===== config.mk =====
export PLATFORM = sky130hd
export DESIGN_NAME = trap_controller_flat
export DESIGN_NICKNAME = d
export VERILOG_FILES = /design/src/rtl/trap_controller_if.sv /design/src/rtl/trap_controller.sv /design/src/flat_wrapper.sv
export SDC_FILE = /design/constraint.sdc
export NUM_CORES = 1
export LEC_CHECK = 0
export CORE_AREA = 2 2 39 41
export CTS_CLUSTER_SIZE = 14
export DETAILED_ROUTE_END_ITERATION = 16
export DIE_AREA = 0 0 41 43
export PLACE_DENSITY = 0.62
export SYNTH_ARGS = -nofsm -noshare
export SYNTH_HDL_FRONTEND = slang
export SYNTH_SLANG_ARGS = --single-unit

===== constraint.sdc =====
create_clock -name clk_in -period 1.9 [get_ports clk_in]
set_input_delay 0.285 -clock clk_in [delete_from_list [all_inputs] [get_ports clk_in]]
set_output_delay 0.285 -clock clk_in [all_outputs]
set_load 0.005 [all_outputs]

===== src/rtl/trap_controller_if.sv =====
// Trap controller bus: pipeline event flags in, CSR/PC/flush controls out.
// The pipeline side uses the master modport; the trap controller uses slave.
interface trap_controller_if;
    // Exception and event flags from decode/LSU
    logic       instr_misaligned_in;
    logic       illegal_instr_in;
    logic       ecall_in;
    logic       ebreak_in;
    logic       load_misaligned_in;
    logic       store_misaligned_in;
    logic       mret_in;

    // Interrupt enables and pending lines
    logic       mie_in;
    logic       meie_in;
    logic       msie_in;
    logic       mtie_in;
    logic       e_irq_in;
    logic       s_irq_in;
    logic       t_irq_in;

    // Controls towards the CSR file, PC mux and pipeline
    logic       set_cause_out;
    logic [3:0] cause_out;
    logic       i_or_e_out;
    logic       set_epc_out;
    logic       mie_clear_out;
    logic       mie_set_out;
    logic [1:0] pc_src_out;
    logic       flush_out;
    logic       instret_inc_out;
    logic       trap_taken_out;

    modport master (
        output instr_misaligned_in, illegal_instr_in, ecall_in, ebreak_in,
               load_misaligned_in, store_misaligned_in, mret_in,
               mie_in, meie_in, msie_in, mtie_in, e_irq_in, s_irq_in, t_irq_in,
        input  set_cause_out, cause_out, i_or_e_out, set_epc_out,
               mie_clear_out, mie_set_out, pc_src_out, flush_out,
               instret_inc_out, trap_taken_out
    );

    modport slave (
        input  instr_misaligned_in, illegal_instr_in, ecall_in, ebreak_in,
               load_misaligned_in, store_misaligned_in, mret_in,
               mie_in, meie_in, msie_in, mtie_in, e_irq_in, s_irq_in, t_irq_in,
        output set_cause_out, cause_out, i_or_e_out, set_epc_out,
               mie_clear_out, mie_set_out, pc_src_out, flush_out,
               instret_inc_out, trap_taken_out
    );
endinterface


===== src/rtl/trap_controller.sv =====
// Machine-mode trap sequencer for the RV32 core.
// Decides between exception entry, interrupt entry, mret and normal retirement,
// and drives the mcause/mepc/mstatus strobes, PC select and pipeline flush.
// Optional feature macro: TRAP_CTRL_IRQ_EN enables the interrupt path; without
// it the interrupt inputs are ignored and only exceptions and mret act.
module trap_controller (
    input  logic              clk_in,
    input  logic              rst_in,
    trap_controller_if.slave  bus
);

    localparam logic [1:0] BOOT_SEL = 2'b00;
    localparam logic [1:0] EPC_SEL  = 2'b01;
    localparam logic [1:0] TRAP_SEL = 2'b10;
    localparam logic [1:0] NEXT_SEL = 2'b11;

    typedef enum logic [1:0] {
        RESET       = 2'd0,
        OPERATING   = 2'd1,
        TRAP_TAKEN  = 2'd2,
        TRAP_RETURN = 2'd3
    } state_t;

    state_t     state;
    logic       trap_taken_q;

    logic       exc_any;
    logic [3:0] exc_cause;
    logic       irq_any;
    logic [3:0] irq_cause;
    logic       take_trap;
    logic       take_mret;

    logic       set_cause;
    logic [3:0] cause;
    logic       i_or_e;
    logic       set_epc;
    logic       mie_clear;
    logic       mie_set;
    logic [1:0] pc_src;
    logic       flush;
    logic       instret_inc;

    // Pick the highest-priority synchronous exception and its cause code
    always_comb begin
        exc_any   = 1'b1;
        exc_cause = 4'd0;
        if (bus.instr_misaligned_in)      exc_cause = 4'd0;
        else if (bus.illegal_instr_in)    exc_cause = 4'd2;
        else if (bus.ecall_in)            exc_cause = 4'd11;
        else if (bus.ebreak_in)           exc_cause = 4'd3;
        else if (bus.load_misaligned_in)  exc_cause = 4'd4;
        else if (bus.store_misaligned_in) exc_cause = 4'd6;
        else                              exc_any   = 1'b0;
    end

`ifdef TRAP_CTRL_IRQ_EN
    // Pick the highest-priority enabled pending interrupt, gated by global MIE
    always_comb begin
        irq_any   = bus.mie_in;
        irq_cause = 4'd0;
        if (bus.meie_in && bus.e_irq_in)      irq_cause = 4'd11;
        else if (bus.msie_in && bus.s_irq_in) irq_cause = 4'd3;
        else if (bus.mtie_in && bus.t_irq_in) irq_cause = 4'd7;
        else                                  irq_any   = 1'b0;
    end
`else
    logic unused_irq_inputs;
    assign unused_irq_inputs = ^{bus.mie_in, bus.meie_in, bus.msie_in, bus.mtie_in,
                                 bus.e_irq_in, bus.s_irq_in, bus.t_irq_in};
    assign irq_any   = 1'b0;
    assign irq_cause = 4'd0;
`endif

    assign take_trap = exc_any | irq_any;
    assign take_mret = bus.mret_in & ~take_trap;

    // Mealy output decode from the current state and this cycle's events
    always_comb begin
        set_cause   = 1'b0;
        cause       = 4'd0;
        i_or_e      = 1'b0;
        set_epc     = 1'b0;
        mie_clear   = 1'b0;
        mie_set     = 1'b0;
        pc_src      = NEXT_SEL;
        flush       = 1'b0;
        instret_inc = 1'b0;
        if (rst_in) begin
            pc_src = BOOT_SEL;
            flush  = 1'b1;
        end else begin
            case (state)
                RESET: begin
                    pc_src = BOOT_SEL;
                    flush  = 1'b1;
                end
                OPERATING: begin
                    if (exc_any) begin
                        set_cause = 1'b1;
                        cause     = exc_cause;
                        set_epc   = 1'b1;
                        mie_clear = 1'b1;
                        flush     = 1'b1;
                        pc_src    = TRAP_SEL;
                    end else if (irq_any) begin
                        set_cause = 1'b1;
                        cause     = irq_cause;
                        i_or_e    = 1'b1;
                        set_epc   = 1'b1;
                        mie_clear = 1'b1;
                        flush     = 1'b1;
                        pc_src    = TRAP_SEL;
                    end else if (take_mret) begin
                        mie_set     = 1'b1;
                        flush       = 1'b1;
                        pc_src      = EPC_SEL;
                        instret_inc = 1'b1;
                    end else begin
                        instret_inc = 1'b1;
                    end
                end
                TRAP_TAKEN, TRAP_RETURN: begin
                    flush = 1'b1;
                end
                default: begin
                    pc_src = BOOT_SEL;
                    flush  = 1'b1;
                end
            endcase
        end
    end

    // State register and the registered trap-entry indicator
    always_ff @(posedge clk_in) begin
        if (rst_in) begin
            state        <= RESET;
            trap_taken_q <= 1'b0;
        end else begin
            trap_taken_q <= 1'b0;
            case (state)
                RESET: state <= OPERATING;
                OPERATING: begin
                    if (take_trap) begin
                        state        <= TRAP_TAKEN;
                        trap_taken_q <= 1'b1;
                    end else if (take_mret) begin
                        state <= TRAP_RETURN;
                    end
                end
                TRAP_TAKEN:  state <= OPERATING;
                TRAP_RETURN: state <= OPERATING;
                default:     state <= RESET;
            endcase
        end
    end

    assign bus.set_cause_out   = set_cause;
    assign bus.cause_out       = cause;
    assign bus.i_or_e_out      = i_or_e;
    assign bus.set_epc_out     = set_epc;
    assign bus.mie_clear_out   = mie_clear;
    assign bus.mie_set_out     = mie_set;
    assign bus.pc_src_out      = pc_src;
    assign bus.flush_out       = flush;
    assign bus.instret_inc_out = instret_inc;
    assign bus.trap_taken_out  = trap_taken_q;

endmodule

===== src/flat_wrapper.sv =====
// flat-port wrapper written by rule: the top's interface ports become plain ports
module trap_controller_flat 
  (clk_in, rst_in, bus_instr_misaligned_in, bus_illegal_instr_in, bus_ecall_in, bus_ebreak_in, bus_load_misaligned_in, bus_store_misaligned_in, bus_mret_in, bus_mie_in, bus_meie_in, bus_msie_in, bus_mtie_in, bus_e_irq_in, bus_s_irq_in, bus_t_irq_in, bus_set_cause_out, bus_cause_out, bus_i_or_e_out, bus_set_epc_out, bus_mie_clear_out, bus_mie_set_out, bus_pc_src_out, bus_flush_out, bus_instret_inc_out, bus_trap_taken_out);
  trap_controller_if bus_i ();
  input  logic clk_in;
  input  logic rst_in;
  input wire logic [$bits(bus_i.instr_misaligned_in)-1:0] bus_instr_misaligned_in;
  input wire logic [$bits(bus_i.illegal_instr_in)-1:0] bus_illegal_instr_in;
  input wire logic [$bits(bus_i.ecall_in)-1:0] bus_ecall_in;
  input wire logic [$bits(bus_i.ebreak_in)-1:0] bus_ebreak_in;
  input wire logic [$bits(bus_i.load_misaligned_in)-1:0] bus_load_misaligned_in;
  input wire logic [$bits(bus_i.store_misaligned_in)-1:0] bus_store_misaligned_in;
  input wire logic [$bits(bus_i.mret_in)-1:0] bus_mret_in;
  input wire logic [$bits(bus_i.mie_in)-1:0] bus_mie_in;
  input wire logic [$bits(bus_i.meie_in)-1:0] bus_meie_in;
  input wire logic [$bits(bus_i.msie_in)-1:0] bus_msie_in;
  input wire logic [$bits(bus_i.mtie_in)-1:0] bus_mtie_in;
  input wire logic [$bits(bus_i.e_irq_in)-1:0] bus_e_irq_in;
  input wire logic [$bits(bus_i.s_irq_in)-1:0] bus_s_irq_in;
  input wire logic [$bits(bus_i.t_irq_in)-1:0] bus_t_irq_in;
  output wire logic [$bits(bus_i.set_cause_out)-1:0] bus_set_cause_out;
  output wire logic [$bits(bus_i.cause_out)-1:0] bus_cause_out;
  output wire logic [$bits(bus_i.i_or_e_out)-1:0] bus_i_or_e_out;
  output wire logic [$bits(bus_i.set_epc_out)-1:0] bus_set_epc_out;
  output wire logic [$bits(bus_i.mie_clear_out)-1:0] bus_mie_clear_out;
  output wire logic [$bits(bus_i.mie_set_out)-1:0] bus_mie_set_out;
  output wire logic [$bits(bus_i.pc_src_out)-1:0] bus_pc_src_out;
  output wire logic [$bits(bus_i.flush_out)-1:0] bus_flush_out;
  output wire logic [$bits(bus_i.instret_inc_out)-1:0] bus_instret_inc_out;
  output wire logic [$bits(bus_i.trap_taken_out)-1:0] bus_trap_taken_out;
  assign bus_i.instr_misaligned_in = bus_instr_misaligned_in;
  assign bus_i.illegal_instr_in = bus_illegal_instr_in;
  assign bus_i.ecall_in = bus_ecall_in;
  assign bus_i.ebreak_in = bus_ebreak_in;
  assign bus_i.load_misaligned_in = bus_load_misaligned_in;
  assign bus_i.store_misaligned_in = bus_store_misaligned_in;
  assign bus_i.mret_in = bus_mret_in;
  assign bus_i.mie_in = bus_mie_in;
  assign bus_i.meie_in = bus_meie_in;
  assign bus_i.msie_in = bus_msie_in;
  assign bus_i.mtie_in = bus_mtie_in;
  assign bus_i.e_irq_in = bus_e_irq_in;
  assign bus_i.s_irq_in = bus_s_irq_in;
  assign bus_i.t_irq_in = bus_t_irq_in;
  assign bus_set_cause_out = bus_i.set_cause_out;
  assign bus_cause_out = bus_i.cause_out;
  assign bus_i_or_e_out = bus_i.i_or_e_out;
  assign bus_set_epc_out = bus_i.set_epc_out;
  assign bus_mie_clear_out = bus_i.mie_clear_out;
  assign bus_mie_set_out = bus_i.mie_set_out;
  assign bus_pc_src_out = bus_i.pc_src_out;
  assign bus_flush_out = bus_i.flush_out;
  assign bus_instret_inc_out = bus_i.instret_inc_out;
  assign bus_trap_taken_out = bus_i.trap_taken_out;
  trap_controller u_core (.clk_in(clk_in), .rst_in(rst_in), .bus(bus_i));
endmodule

* Word level (Yosys, flattened, before mapping) *
Cells that the tools add are included.

storage, ports and cells
  input port bits = 16
  output and inout bits = 14
  word-level logic and storage cells = 45
  register bits = 3

operators by class
  bitwise operators = 2
  reduce and logical (&&, ||, !) cells = 2
  multiplexer cells = 35
  equality and inequality tests = 4

operators by type and width
  cell                                                                   count
  4-bit two-way mux                                                      8
  1-bit two-way mux                                                      18
  2-bit two-way mux                                                      5
  2-bit case mux with 2 select lines                                     2
  2-bit equality test, second input constant                             2
  3-bit two-way mux                                                      1
  3-bit by 1-bit != test with 1-bit output, second input constant        1
  3-bit OR reduction                                                     1
  2-bit by 1-bit equality test with 1-bit output, second input constant  1
  2-bit logical NOT                                                      1
  1-bit case mux with 2 select lines                                     1
  1-bit bitwise AND                                                      1
  1-bit inverter                                                         1

* Logic depth before layout (Yosys ltp) *
  depth after elaboration = 12
  mapped depth = 4
  mapped depth without buffers = 2

* Worst setup path after synthesis *
Ideal clock, no wire load.

  kind = flip-flop to output port
  start point = register u_core.state[0]
  end point = output bus_flush_out
  path buffers = 1
  stages on the path, launching flop included = 4
  slack = 0.258 ns
  required time = 1.615 ns
  arrival time = 1.357 ns
  cells stage by stage = dfxtp_1 > or3b_2 > clkbuf_1 > or4_4

between the ends
  cells in the longest elaborated chain, start to end = 4
  elaborated cells between the ends (all ways) = 7
  classes of those cells = eq/ne (3); mux (2); reduce/logical (2)

ends and longest elaborated chain
  item                                                      line                    text
  start, declared                                           trap_controller.sv:24   state_t state;
  start signal, assigned                                    trap_controller.sv:137  state <= RESET;
  start signal, assigned                                    trap_controller.sv:142  RESET: state <= OPERATING;
  start signal, assigned                                    trap_controller.sv:145  state <= TRAP_TAKEN;
  2-bit equality test or 2-bit logical NOT (tied branches)  trap_controller.sv:93   case (state)
  3-bit OR reduction (no line)                              --
  1-bit case mux with 2 select lines (*)                    trap_controller.sv:93
  1-bit two-way mux (*)                                     trap_controller.sv:89   if (rst_in) begin
  end, declared                                             flat_wrapper.sv:28      output wire logic [$bits(bus_i.flush_out)-1:0] bus_flush_out;

Every way passes the cells marked *; elsewhere a longest branch is shown, timed or not.

* Worst setup path after layout *
  start point = input bus_illegal_instr_in
  end point = output bus_flush_out

between the ends
  cells in the longest elaborated chain, start to end = 8

ends and longest elaborated chain
  item                                    line                    text
  start, declared                         flat_wrapper.sv:8       input wire logic [$bits(bus_i.illegal_instr_in)-1:0] bus_illegal_instr_in;
  1-bit two-way mux (*)                   trap_controller.sv:49   else if (bus.illegal_instr_in) exc_cause = 4'd2;
  1-bit two-way mux (*)                   trap_controller.sv:48   if (bus.instr_misaligned_in) exc_cause = 4'd0;
  1-bit inverter                          trap_controller.sv:76   assign take_mret = bus.mret_in & ~take_trap;
  1-bit bitwise AND                       trap_controller.sv:76
  1-bit two-way mux                       trap_controller.sv:114  end else if (take_mret) begin
  1-bit two-way mux (*)                   trap_controller.sv:99   if (exc_any) begin
  1-bit case mux with 2 select lines (*)  trap_controller.sv:93
  1-bit two-way mux (*)                   trap_controller.sv:89

Marked as above.

==> impl_metrics.toml <==
[run_status]
status = "complete, but fails checks"
violations = "negative setup slack"

[finish]
area_growth_pct = 147
fin_nets = 91
antennaDiodeCount = 0
fin_util_pct = 47.6
drive_gt1_share_pct = 55.4

[synthesis]
ys_seq_area_share_pct = 22.5
synth_top_family_by_area = "simple AND/OR/NAND/NOR gates"
yosys.area.top_type_share_pct = 22.5
synth_fa_ha_area_share_pct = 0
ys_warn_count = 0
avgSynthCellArea_sq_um = 7.40
synth_top_area_cell = "dfxtp_1"
synthesis.area_sq_um = 267
synthTopCellsByArea = "dfxtp_1, buf_4, or4_4, nor4_1, nor3_1"
syn_nets = 52
synth_compound_area_share_pct = 19.2
syn_inst = 36
muxShareOfSynthArea_pct = 0
synth-seq-cells = 3
synthSimpleGateAreaFrac_pct = 41.3
post_synth_num_cell_types = 21
synth-xor-area-share_pct = 0

[sta]
finalCritPeriodShare_pct = 102
max_freq_ghz = 0.515
post-route-min-period_ps = 1940
rsz0062_at_grt = "true"
setup_viol = 1
skew_ps = 0.150
slew_viol_final = 0
final_hold_viol_count = 0
hold_slack_ps = 531
timing.final.ws_setup_ps = -42.7

[critical_path]
rr_endpoint = "u_core.state[1]"
worstSetupEndpointType = "output port"
cp_data_arrival_time_ps = 1660
cp.required_ps = 1620
r2r_cells = 4
r2r-start = "u_core.state[1]"
start_kind = "input port"
reg2reg_slack_ps = 670
worstPathMaxFanout = 4
critPathKind = "input port to output port"

[power_and_ir_drop]
peakVddDrop_mv = 0.287
p_leak_nw = 0.315
powerDensity_nw_per_um2 = 446
total_power_mw = 0.293

[hold_path]
min_path_type = "input port to flip-flop"
worstHoldStart = "rst_in"
min_delay_path_depth = 3
min_to = "u_core.state[0]"

[routing]
antenna_left = 0
vias_per_cell = 4.56
wl_per_cell_microns = 11.5
drtIter0Drc = 1
drc = 0
drt_first_pass_iters = 3
drt_wl_total_microns = 1030
vias = 410

[grt]
gr-total-overflow = 0
grt_start_max_net_pins = 6
grt_pass1_vias = 365
antenna_found_initial = 0
grt_pass1_wl_microns = 1620
track_usage_pct = 13.9

[cts]
holdBufCountCts = 0
numCtsBuffers = 3
clk_pin_slew_ps = 40
cts_buffer_depth = 2
htreeDepth = 1
clkSinkCount = 3
cts-root-buf = "clkbuf_4"
cts_tree = "built"
clk_latency_ps = 230

[die]
ios = 30
core_area_sq_um = 1380
die-width_microns = 41
die_height_microns = 43
row_count = 14
die_area_sq_um = 1760
initial_core_util_pct = 19.3

[placement]
dp_hpwl_microns = 628
portBuffers = 21
gp_congestion = 0.790

[flow_run]
drv_cap = 0
==> cell usage after synthesis <==
master	count
inv_1	4
or3b_2	1
a21oi_1	1
o21bai_1	1
o32ai_1	1
nor2b_1	1
or4_4	2
or3_1	1
a41oi_1	1
a311oi_1	1
nor4_1	3
buf_4	3
o22ai_1	1
conb_1	1
dfxtp_1	3
nor2_1	2
a31oi_1	1
clkbuf_1	1
or2_2	2
nor3_1	3
nand2b_1	2
==> cell families after synthesis <==
kind of cell	count (synthesis)
other	1
buffers and inverters	8
AOI/OAI and AO/OA	7
DFF	3
and+or+nand+nor	17
==> critical path, cell delays in order <==
cell,delay [ps]
dlygate4sd2_1,270
or4_4,440
or4_4,530
buf_6,130
==> layer usage <==
layer	GRT usage (%)	up-vias	part of all wire, %
met5	0	-	0
met4	4.00	0	0
met3	7.85	0	9.3
met2	19.7	15	49
met1	17.6	189	41
li1	-	206	-
==> placed cells by master, fill, tap and decap left out <==
master,count
nor4_1,1
o21bai_1,1
a311oi_2,1
or2_2,1
dfxtp_2,2
nor4_2,1
nand2b_1,2
o32ai_2,1
a21oi_4,1
nor2b_1,1
a41oi_1,1
or2_4,1
a31oi_1,1
dfxtp_1,1
inv_1,4
buf_6,3
nor4_4,1
or4_4,2
or3b_4,1
nor2_1,1
conb_1,1
clkbuf_1,1
nor3_1,2
buf_2,3
clkdlybuf4s15_1,1
nor3_2,1
buf_4,15
clkbuf_4,3
dlygate4sd2_1,9
or3_1,1
clkbuf_2,3
nor2_4,1
o22ai_1,1
clkdlybuf4s50_1,4
==> worst max-delay path by stage <==
stage / start / endpoint / slack (ps)
2_1_floorplan: u_core.state[0] / bus_flush_out / 260
4_1_cts: u_core.state[0] / bus_flush_out / -120
3_5_place_dp: bus_illegal_instr_in / bus_flush_out / -690
6_report: bus_illegal_instr_in / bus_flush_out / -40
5_1_grt: u_core.state[1] / bus_flush_out / -80
3_3_place_gp: bus_illegal_instr_in / bus_flush_out / -670
==> where the power goes <==
group          leakage (nW)  internal, mW  switching [mW]
Clock                0.0150        0.0789          0.0361
Combinational         0.274        0.0620          0.0458
Sequential           0.0254        0.0688         0.00188
Total                 0.315         0.210          0.0838
==> cell type report <==
cell class | count | area (sq um)
multi-input cells | 25 | 229
clock buffers | 4 | 26.3
repair buffers | 38 | 305
well taps | 16 | 20.0
inverters | 4 | 15.0
fillers | 134 | 726
flip-flops and latches | 3 | 62.6
==> per-stage QoR <==
| stage | worst slack [ps] | instance area [sq um] | setup TNS [ps] | std cells |
|---|---|---|---|---|
| floorplan | 258 | 267 | 0 | 36 |
| global route | -78.4 | 658 | -174 | 90 |
| CTS | -115 | 642 | -115 | 88 |
| global placement | -670 | 538 | -5670 | 78 |
| detailed placement | -685 | 538 | -5610 | 78 |
| finish | -42.7 | 658 | -42.7 | 90 |
==> flip-flops by register name, summed over array words and instances (netlist names) <==
register                   count
u_core.state                   2
u_core.bus.trap_taken_out      1
==> repair_timing <==
item	in CTS	in global routing
gates resized for setup	44	9
setup endpoints to repair	12	6
pin swaps	3	4
setup buffers	6	3
(Power assumes the default switching activity.)
